$ cat config.mk
export PLATFORM = sky130hd
export DESIGN_NAME = ram_refresh_seq
export DESIGN_NICKNAME = d
export VERILOG_FILES = /design/src/rtl/ram_refresh_seq_pkg.sv /design/src/rtl/ram_refresh_seq.sv
export SDC_FILE = /design/constraint.sdc
export NUM_CORES = 1
export LEC_CHECK = 0
export ABC_AREA = 1
export CELL_PAD_IN_SITES_DETAIL_PLACEMENT = 1
export CELL_PAD_IN_SITES_GLOBAL_PLACEMENT = 2
export CORE_MARGIN = 2
export CORE_UTILIZATION = 26
export DETAILED_ROUTE_END_ITERATION = 10
export GPL_ROUTABILITY_DRIVEN = 0
export GPL_TIMING_DRIVEN = 0
export PLACE_DENSITY = 0.69
export SLEW_MARGIN = 20
export SYNTH_ARGS = -nofsm -noshare
export SYNTH_HDL_FRONTEND = slang
export SYNTH_SLANG_ARGS = --single-unit
$ cat constraint.sdc
create_clock -name CLK -period 1.46 [get_ports CLK]
set_clock_uncertainty 0.2 [all_clocks]
set_input_delay 0.292 -clock CLK [delete_from_list [all_inputs] [get_ports CLK]]
set_output_delay 0.292 -clock CLK [all_outputs]
set_load 0.005 [all_outputs]
$ cat src/rtl/ram_refresh_seq_pkg.sv
// rtl/ram_refresh_seq_pkg.sv - shared types and constants for the DRAM refresh sequencer
//
// Purpose: state encoding, default CBR timing and counter widths used by ram_refresh_seq.
// Ports:   none (package).

package ram_refresh_seq_pkg;

  typedef enum logic [1:0] {
    IDLE = 2'd0,
    CAS  = 2'd1,
    RAS  = 2'd2,
    PRE  = 2'd3
  } refState_t;

  localparam int unsigned DEF_CAS_SETUP = 1;
  localparam int unsigned DEF_RAS_LOW   = 3;
  localparam int unsigned DEF_PRECHARGE = 2;

  localparam int unsigned MISSED_W = 4;
  localparam int unsigned PHASE_W  = 3;

  // Phase counter counts down to zero, so a phase of N cycles loads N-1.
  function automatic logic [PHASE_W-1:0] phaseLoad(input int unsigned cycles);
    return PHASE_W'(cycles - 1);
  endfunction

endpackage

$ cat src/rtl/ram_refresh_seq.sv
// rtl/ram_refresh_seq.sv - CAS-before-RAS DRAM refresh sequencer, one refresh per timer window
//
// Purpose: consumes the RefReq/RefUrg window from the refresh timer and issues a single
//          CBR refresh per window, opportunistically on an idle bus or, when urgent, by
//          holding off new DRAM accesses through RAMHold.
// Ports:
//   CLK      in   FSB clock, rising edge
//   RES      in   asynchronous active-high reset
//   RefReq   in   refresh window open
//   RefUrg   in   refresh urgent (end of window)
//   BACT     in   FSB bus cycle active
//   RAMCS    in   current bus cycle targets DRAM
//   nRAS     out  DRAM RAS, active low, registered
//   nCAS     out  DRAM CAS, active low, registered
//   RAMHold  out  stall start of new DRAM accesses, registered
//   RefDone  out  refresh completed in the current window
//   RefBusy  out  sequencer not in IDLE
//   Missed   out  saturating count of windows closed without a refresh

module ram_refresh_seq
  import ram_refresh_seq_pkg::*;
#(
  parameter int unsigned CAS_SETUP = DEF_CAS_SETUP,
  parameter int unsigned RAS_LOW   = DEF_RAS_LOW,
  parameter int unsigned PRECHARGE = DEF_PRECHARGE
) (
  input  logic                CLK,
  input  logic                RES,
  input  logic                RefReq,
  input  logic                RefUrg,
  input  logic                BACT,
  input  logic                RAMCS,
  output logic                nRAS,
  output logic                nCAS,
  output logic                RAMHold,
  output logic                RefDone,
  output logic                RefBusy,
  output logic [MISSED_W-1:0] Missed
);

  refState_t          state;
  refState_t          stateNext;
  logic [PHASE_W-1:0] phase;
  logic [PHASE_W-1:0] phaseNext;
  logic               nRasNext;
  logic               nCasNext;
  logic               refDoneNext;
  logic               refReqQ;
  logic               urgEff;
  logic               startOk;
  logic               missInc;
  logic               holdNext;

  always_comb begin
    // Urgent without an open window is meaningless; ignore it.
    urgEff  = RefUrg && RefReq;
    // Non-urgent needs a fully idle bus; urgent only needs no DRAM cycle in flight.
    startOk = RefReq && !RefDone && !(BACT && RAMCS) && (urgEff || !BACT);
    missInc = refReqQ && !RefReq && !RefDone && (state == IDLE);

    stateNext   = state;
    phaseNext   = phase;
    nRasNext    = nRAS;
    nCasNext    = nCAS;
    refDoneNext = RefDone;

    case (state)
      IDLE: begin
        if (startOk) begin
          stateNext = CAS;
          phaseNext = phaseLoad(CAS_SETUP);
          nCasNext  = 1'b0;
        end else if (!RefReq) begin
          refDoneNext = 1'b0;
        end
      end
      CAS: begin
        if (phase == '0) begin
          stateNext = RAS;
          phaseNext = phaseLoad(RAS_LOW);
          nRasNext  = 1'b0;
        end else begin
          phaseNext = phase - 1'b1;
        end
      end
      RAS: begin
        // The only edge where both strobes move together.
        if (phase == '0) begin
          stateNext = PRE;
          phaseNext = phaseLoad(PRECHARGE);
          nRasNext  = 1'b1;
          nCasNext  = 1'b1;
        end else begin
          phaseNext = phase - 1'b1;
        end
      end
      PRE: begin
        if (phase == '0) begin
          stateNext   = IDLE;
          phaseNext   = '0;
          refDoneNext = 1'b1;
        end else begin
          phaseNext = phase - 1'b1;
        end
      end
      default: begin
        stateNext = IDLE;
        phaseNext = '0;
        nRasNext  = 1'b1;
        nCasNext  = 1'b1;
      end
    endcase

    holdNext = (stateNext != IDLE) || (urgEff && !refDoneNext);
  end

  always_ff @(posedge CLK or posedge RES) begin
    if (RES) begin
      state   <= IDLE;
      phase   <= '0;
      nRAS    <= 1'b1;
      nCAS    <= 1'b1;
      RAMHold <= 1'b0;
      RefDone <= 1'b0;
      RefBusy <= 1'b0;
      Missed  <= '0;
      refReqQ <= 1'b0;
    end else begin
      state   <= stateNext;
      phase   <= phaseNext;
      nRAS    <= nRasNext;
      nCAS    <= nCasNext;
      RAMHold <= holdNext;
      RefDone <= refDoneNext;
      RefBusy <= (stateNext != IDLE);
      refReqQ <= RefReq;
      if (missInc && (Missed != '1)) begin
        Missed <= Missed + MISSED_W'(1);
      end
    end
  end

endmodule

==> flow_summary.yaml, run 1 <==
drt:
  postRouteAntennaNets: 0
  first_pass_iters: 4
  vias_per_cell: 4.634
  drcViolationCount: 0
  wl_mm: 2.099
  drt_iter0_drc: 16
  avgRoutedWirePerCell_um: 13.04
  vias: 746
finish:
  nFillCells: 354
  layout-drive-gt1-share_pct: 39.84
  area_delta_synth_final_pct: 55.45
  antenna_cells: 0
  nets: 140
  final_cell_area_mm2: 0.001231
synthesis:
  synthFlopType: "dfrtp_1"
  syn_area_per_cell_um2: 8.337
  synth_most_common_cell: "nand2_1"
  syn_nets: 106
  synthCells: 95
  ys_ff_latch: 15
  ys_types: 19
  async_reset_ff_share_pct: 100.0
  netlist_area_um2: 792.0
  synth_commonest_cells: "nand2_1, inv_1, dfrtp_1"
  ys_top_cells_by_area: "dfrtp_1, nand2_1, ha_1, inv_1, dfstp_2"
  synth_top_cell_area_share_pct: 41.07
  yosys.area.top_type: "dfrtp_1"
  synth_edf_count: 0
  seq_area_frac_synth_pct: 47.71
  synth_warnings: 0
die:
  die_h_um: 59.19
  start_util_pct: 26.60
  core_area_mm2: 0.002978
  io_pins: 15
  num_rows: 20
  die-area_mm2: 0.003503
  die_x_um: 59.19
clock_tree:
  cts_made_buffers: 3
  cts-root-buf: "clkbuf_4"
  clockBufferDepth: 2
  cts_tree: "done"
  cts_sinks: 15
  cts_hold_buf: 0
  clock_latency_ns: 0.29
  ctsHtreeMaxLevel: 1
  clkTransAtPathRegs_ns: 0.09
placement:
  pre_cts_ws_ns: -0.4246
  portBuffers: 14
  hpwl_mm: 1.371
  dpl-instance-area_um2: 975.9
sta:
  fin_ws_ns: -0.07250
  rsz0062_at_grt: "yes"
  tns_ns: -0.1830
  fmax_ghz: 0.6525
  fin_crit_ns: 1.532
  final_hold_viol_count: 0
  slew_headroom_pct: 57.21
  period_share_pct: 105.0
  finalSetupViolations: 6
  tightest_slew_ns: 0.6411
  drv_slew: 0
setup_path:
  crit_family: "flip-flops"
  r2r_slack_ns: -0.07
  required_ns: 1.43
  crit_chain: "inv_2, ha_4, inv_4, o21ai_2, nand2_1, nand3b_1, nand4_1"
  start_kind: "register"
  slowest_stage: "dfrtp_1"
  arrival_ns: 1.51
  reg2reg_to: "RAMHold"
  cp.buffers_inverters: 2
  cp_max_fo: 6
  path_class: "reg -> reg"
  endpoint_kind: "register"
  r2r_cells: 7
  critPathMaxStageDelay_ns: 0.42
  rr_startpoint: "state[1]"
pwr:
  power_leakage_nw: 0.5926
  ir_worst_vdd_v: 0.0008651
  p_per_area_mw_per_mm2: 2086
min_path:
  min_from: "RefReq"
  holdPathStages: 1
  hp-class: "in -> reg"
  min_to: "refReqQ"
global_routing:
  antenna_found_initial: 0
  grt_pass1_wl_mm: 3.484
  grt-ovfl-total: 0
  grt.total_usage_pct: 13.58
  grt_pass1_vias: 778
  grt_max_degree: 16
flow_run:
  max-cap-violations: 0
run_status:
  status: "finished with violations"
  violations: "negative setup slack"
layer usage:
metal  up-vias  part of all wire, %  global-route usage (%)  wire, um
met1       362                   42                   15.90       889
met5         -                    0                       0         0
met3         4                  2.8                   1.965        59
met4         0                  2.4                   7.792        50
li1        369                    -                       -         -
met2        11                   52                   23.39      1100
kinds of logic after synthesis:
logic type	synth area share, %
flops	47.71
simple gates	26.86
xor+xnor	3.318
fa+ha+maj	7.899
compound gates	6.635
buf+inv	7.583
sequential cells by signal (all words and copies together) (netlist names):
signal,flops
Missed,4
phase,3
state,2
RAMHold,1
RefBusy,1
RefDone,1
nCAS,1
nRAS,1
refReqQ,1
layout by cell type, fill, tap and decap left out, drive strengths merged, types with 2 or more instances in the layout:
master         count
a21oi              4
buf               17
clkbuf             4
clkdlybuf4s15      3
clkdlybuf4s50      4
dfrtp             13
dfstp              2
dlygate4sd2        5
ha                 5
inv               16
nand2             26
nand3              8
nand4              3
nor2               8
o21ai              5
xnor2              2
per-stage QoR:
stage / hold WS [ns] / total power [mW] / cells / utilization (%)
global route: 0.09973 / 2.816 / 161 / 41.34
CTS: 0.1164 / 2.348 / 157 / 38.78
finish: 0.1179 / 2.568 / 161 / 41.34
global placement: 0.2589 / 1.750 / 142 / 32.77
detailed placement: 0.2618 / 1.765 / 142 / 32.77
floorplan: -0.007952 / 1.362 / 95 / -
report_power, final:
| part | internal [mW] | switching (mW) | leakage, nW |
|---|---|---|---|
| logic | 0.770 | 0.841 | 0.395 |
| registers | 0.596 | 0.109 | 0.182 |
| clock network | 0.106 | 0.144 | 0.0150 |
worst max-delay path by stage:
stage	start	to	slack, ns	depth (start not counted)
after floorplan	state[0]	RAMHold	0.03	7
after global placement	RefReq	RAMHold	-0.40	8
after detailed placement	RefReq	RAMHold	-0.42	8
after CTS	state[0]	RAMHold	-0.08	7
after global routing	state[1]	RAMHold	-0.15	7
final	state[1]	RAMHold	-0.07	7
layout make-up:
type                    instances  area [um2]  area share [%]
repair buffers                 29       240.2           19.51
multi-input cells              64       476.7           38.72
clock buffers                   4       26.28           2.134
flip-flops and latches         15       379.1           30.79
inverters                      16       67.56           5.488
well taps                      33       41.29           3.354
repair_timing:
| action | CTS | global route |
|---|---|---|
| pin swaps | 5 | 14 |
| gates resized for setup | 39 | 17 |
| setup buffers | 11 | 4 |
| endpoints found under the hold margin | 0 | 0 |
| setup endpoints to repair | 20 | 15 |
Power figures use the tool's default switching activity.
==> run 2, diff against run 1 <==
==> constraint.sdc (replaced) <==
create_clock -name CLK -period 1.46 [get_ports CLK]
set_clock_uncertainty 0.2 [all_clocks]
set_input_delay 0.146 -clock CLK [delete_from_list [all_inputs] [get_ports CLK]]
set_output_delay 0.146 -clock CLK [all_outputs]
set_load 0.005 [all_outputs]
==> run 2 against run 1 <==
  * The run still ends with negative setup slack left
  * Power grew 2.7%
  * Die area unchanged
  * Sequential cell count unchanged
  * Fmax fell by 0.29%
  * Worst setup slack got worse by 0.0044 ns
  * Sequential share of layout area down 0.40 points
  * Core utilization up 0.55 points
  * Critical path depth is the same
==> flow_summary.yaml, run 2 (same netlist as run 1, synthesis figures left out) <==
die:
  die_h_um: 59.19
  die_x_um: 59.19
  io_pins: 15
  num_rows: 20
  core_area_mm2: 0.002978
  start_util_pct: 26.60
  die-area_mm2: 0.003503
sta:
  final_hold_viol_count: 0
  fmax_ghz: 0.6507
  slew_headroom_pct: 57.08
  period_share_pct: 105.3
  fin_ws_ns: -0.07690
  finalSetupViolations: 2
  rsz0062_at_grt: "yes"
  fin_crit_ns: 1.537
  drv_slew: 0
  whs_ns: 0.02004
  tightest_slew_ns: 0.6431
pwr:
  p_clk_share_pct: 9.9
  ir_worst_vdd_v: 0.0009295
  p_per_area_mw_per_mm2: 2113
  power_leakage_nw: 0.6136
  cell_internal_pwr_mw: 1.513
  power_switching_share_pct: 42.60
  pwr-share-comb_pct: 63.2
  switching_power_mw: 1.123
  pwr-share-seq_pct: 27.0
finish:
  largest_reg_flops: 4
  nFillCells: 347
  layout-drive-gt1-share_pct: 40.77
  final_common_cell: "nand2_1"
  antenna_cells: 0
  reg_top3: "Missed x4, phase x3, state x2"
  final_cell_area_mm2: 0.001247
  multi_input_comb_area_um2: 475.5
  utilization_pct: 41.89
  nets: 142
  top_register: "Missed"
  final_cell_mix: "nand2_1, buf_4, dfrtp_1"
  seqCellArea_um2: 379.1
  area_delta_synth_final_pct: 57.50
drt:
  postRouteAntennaNets: 0
  drcViolationCount: 0
  vias_per_cell: 4.589
  vias: 748
  drt_iter0_drc: 18
  avgRoutedWirePerCell_um: 13.18
  first_pass_iters: 4
  wl_mm: 2.148
clock_tree:
  cts-root-buf: "clkbuf_4"
  clkTransAtPathRegs_ns: 0.10
  cts_made_buffers: 3
  clockBufferDepth: 2
  cts_tree: "done"
  ctsHtreeMaxLevel: 1
  clock_latency_ns: 0.30
  cts_sinks: 15
placement:
  hpwl_mm: 1.371
  portBuffers: 14
  dpl-instance-area_um2: 975.9
  pre_cts_ws_ns: -0.2786
setup_path:
  path_class: "reg -> reg"
  arrival_ns: 1.52
  required_ns: 1.44
  cp_max_fo: 6
  start_kind: "register"
  endpoint_kind: "register"
run_status:
  status: "finished with violations"
  violations: "negative setup slack"
global_routing:
  grt_pass1_vias: 783
  antenna_found_initial: 0
  grt.total_usage_pct: 13.62
  grt_pass1_wl_mm: 3.498
  grt-ovfl-total: 0
  grt_max_degree: 16
flow_run:
  max-cap-violations: 0
min_path:
  hp-class: "in -> async"
## run 2: final cells by class
class / count / share of cell area, %
clock buffer: 4 / 2.106
inverter: 16 / 5.216
multi-input combinational: 64 / 38.11
sequential: 15 / 30.39
tap: 33 / 3.310
timing repair buffer: 31 / 20.86
## run 2: per-stage QoR
stage / total power, mW / instances / setup TNS [ns]
2_1_floorplan: 1.362 / 95 / 0
3_3_place_gp: 1.750 / 142 / -1.282
3_5_place_dp: 1.765 / 142 / -1.560
4_1_cts: 2.352 / 157 / -0.1775
5_1_grt: 2.887 / 163 / -0.8883
6_report: 2.636 / 163 / -0.1017
## run 2: timing repair
item                       CTS  global route
pin swaps                    6             7
hold buffers                 0             0
gates resized for setup     31            16
buffers inserted            11             6
setup endpoints to repair   20            12
## run 2: metal layers
layer	up-vias	GRT usage (%)	share of wire [%]
met5	-	0	0
met4	0	7.792	3.0
met3	5	1.965	2.7
met2	11	23.70	52
met1	364	15.76	42
li1	368	-	-
## run 2: critical path, cell delays in order, from the launching register on
cell and delay, ns:
dfrtp_2 0.45, inv_2 0.12, ha_4 0.21, inv_4 0.06
o21ai_2 0.11, nand2_1 0.08, nand3b_1 0.09, nand4_1 0.10
## run 2: final timing paths
| check | start | end | slack [ns] | cells past startpoint |
|---|---|---|---|---|
| setup / recovery | state[0] | RAMHold | -0.08 | 7 |
| hold / removal | RES | phase[0] | 0.02 | 2 |
| setup reg to reg | state[0] | RAMHold | -0.08 | 7 |
| hold reg to reg | nCAS | nCAS | 0.29 | 2 |
| max in group asynchronous | RES | state[0] | 0.58 | 2 |
| min in group CLK | RefReq | refReqQ | 0.19 | 1 |
## run 2: power by group through the flow
stage	clock (mW)	sequential (mW)	combinational [mW]
2_1_floorplan	0	0.725	0.637
3_3_place_gp	0	0.732	1.02
3_5_place_dp	0	0.735	1.03
4_1_cts	0.264	0.706	1.38
5_1_grt	0.293	0.734	1.86
6_report	0.260	0.711	1.67
==> run 3, diff against run 2 <==
--- a/constraint.sdc
+++ b/constraint.sdc
@@ -4,2 +4,2 @@
 set_output_delay 0.146 -clock CLK [all_outputs]
-set_load 0.005 [all_outputs]
+set_load 0.02 [all_outputs]
==> run 3 against run 2 <==
  * The run still ends with negative setup slack left
  * Power is 1.8% higher
  * Clock-buffer cell count stayed put
  * Via count is 3.2% lower
  * Hold slack worse by 0.00062 ns
  * Non-clock buffer count is 9 lower
  * Largest cell class unchanged
==> flow_summary.yaml, run 3 (same netlist as run 1, synthesis figures left out) <==
drt:
  postRouteAntennaNets: 0
  wl_mm: 1.991
  drcViolationCount: 0
  routed.top_layer: "met4"
  wl_met2_mm: 1.079
  wl_met3_um: 51
  first_pass_iters: 4
  vias_per_cell: 4.701
  vias: 724
  wl_met1_um: 817
  avgRoutedWirePerCell_um: 12.93
  drt_iter0_drc: 21
global_routing:
  grt.total_usage_pct: 13.12
  grt_pass1_wl_mm: 3.415
  antenna_found_initial: 0
  grt-ovfl-total: 0
  grt_max_degree: 16
  grt_pass1_vias: 778
setup_path:
  cp_max_fo: 3
  endpoint_kind: "register"
  crit_family: "flip-flops"
  start_kind: "register"
  path_class: "reg -> reg"
  r2r_slack_ns: -0.08
  cp.buffers_inverters: 2
  cp_common_cell: "a21oi_2"
  required_ns: 1.44
  arrival_ns: 1.51
  crit_chain: "buf_6, ha_4, nor2_4, buf_4, a21oi_4, a21oi_2, a21oi_2"
  slowest_stage: "dfrtp_1"
  critPathMaxStageDelay_ns: 0.42
sta:
  period_share_pct: 105.3
  tns_ns: -0.3973
  fin_crit_ns: 1.538
  fmax_ghz: 0.6504
  slew_headroom_pct: 60.30
  final_hold_viol_count: 0
  rsz0062_at_grt: "yes"
  finalSetupViolations: 11
  fin_ws_ns: -0.07755
  drv_slew: 0
  tightest_slew_ns: 0.5949
finish:
  final_cell_area_mm2: 0.001195
  layout-drive-gt1-share_pct: 37.19
  antenna_cells: 0
  multi_input_comb_area_um2: 478.0
  top_register: "Missed"
  instances_no_fill: 154
  largest_reg_flops: 4
  seqCellArea_um2: 379.1
  nFillCells: 350
  nets: 133
  final_cell_mix: "nand2_1, dfrtp_1, inv_1"
  area_delta_synth_final_pct: 50.87
  reg_top3: "Missed x4, phase x3, state x2"
  final_common_cell: "nand2_1"
die:
  io_pins: 15
  start_util_pct: 26.60
  core_area_mm2: 0.002978
  die-area_mm2: 0.003503
  die_h_um: 59.19
  num_rows: 20
  die_x_um: 59.19
placement:
  hpwl_mm: 1.394
  portBuffers: 14
  pre_cts_ws_ns: -0.2805
  dpl-instance-area_um2: 977.2
  dp_cells: 142
clock_tree:
  cts-root-buf: "clkbuf_4"
  clockBufferDepth: 2
  clkTransAtPathRegs_ns: 0.09
  clock_latency_ns: 0.29
  cts_made_buffers: 3
  cts_tree: "done"
  ctsHtreeMaxLevel: 1
  cts_sinks: 15
pwr:
  p_per_area_mw_per_mm2: 2246
  pwr-share-seq_pct: 27.9
  power_switching_share_pct: 45.46
  cell_internal_pwr_mw: 1.463
  power_leakage_nw: 0.5715
  p_clk_share_pct: 9.2
  pwr-share-comb_pct: 62.9
  ir_worst_vdd_v: 0.0007878
  switching_power_mw: 1.220
run_status:
  status: "finished with violations"
  violations: "negative setup slack"
min_path:
  hp-class: "in -> async"
flow_run:
  max-cap-violations: 0
[run 3: cell count changes in the layout (fill, tap and decap cells not counted), moves of 2 or more]
cell,delta
nand2_2,-4
dlygate4sd2_1,-3
a21oi_1,-2
nand2_1,+4
buf_4,-10
[run 3: layout make-up]
type / count / share of cell area, %
Timing Repair Buffer: 22 / 17.17
Clock buffer: 4 / 2.199
Sequential cell: 15 / 31.73
Inverter: 16 / 5.445
Multi-Input combinational cell: 64 / 40.00
Tap cell: 33 / 3.455
[run 3: power by group through the flow]
stage / Clock [mW] / Combinational [mW] / Sequential (mW)
final: 0.246 / 1.69 / 0.749
after CTS: 0.259 / 1.43 / 0.743
after global routing: 0.268 / 1.87 / 0.777
after detailed placement: 0 / 1.15 / 0.746
after floorplan: 0 / 0.636 / 0.849
after global placement: 0 / 1.14 / 0.736
[run 3: routing by layer]
layer	global-route usage, %	vias up
met5	0	-
met4	6.818	0
met3	1.965	5
met2	23.08	10
met1	15.20	354
li1	-	355
[run 3: timing repair]
item,CTS,global route
setup buffers,5,3
hold buffers,0,0
endpoints found under the setup margin,21,14
resized for setup,35,16
pin swaps,4,12
[run 3: worst register-to-register path, delay by kind of cell (launching register included)]
kind / cells / cell delay, ns
fa+ha+maj: 1 / 0.16
simple gates: 1 / 0.14
flops: 1 / 0.42
buf+inv: 2 / 0.27
compound gates: 3 / 0.23
[run 3: final timing paths]
kind	startpoint	end	cells after the start
setup / recovery	state[0]	phase[0]	7
hold / removal	RES	phase[2]	2
setup reg to reg	state[0]	phase[0]	7
hold reg to reg	nRAS	nRAS	2
max in group asynchronous	RES	Missed[0]	2
min in group CLK	RefReq	refReqQ	1
[run 3: stage by stage]
| step | utilization (%) | power [mW] | hold WS [ns] |
|---|---|---|---|
| 2_1_floorplan | - | 1.486 | -0.1540 |
| 3_3_place_gp | 32.82 | 1.875 | 0.2599 |
| 3_5_place_dp | 32.82 | 1.899 | 0.2681 |
| 4_1_cts | 37.52 | 2.430 | 0.05315 |
| 5_1_grt | 40.13 | 2.912 | 0.07379 |
| 6_report | 40.13 | 2.683 | 0.01941 |
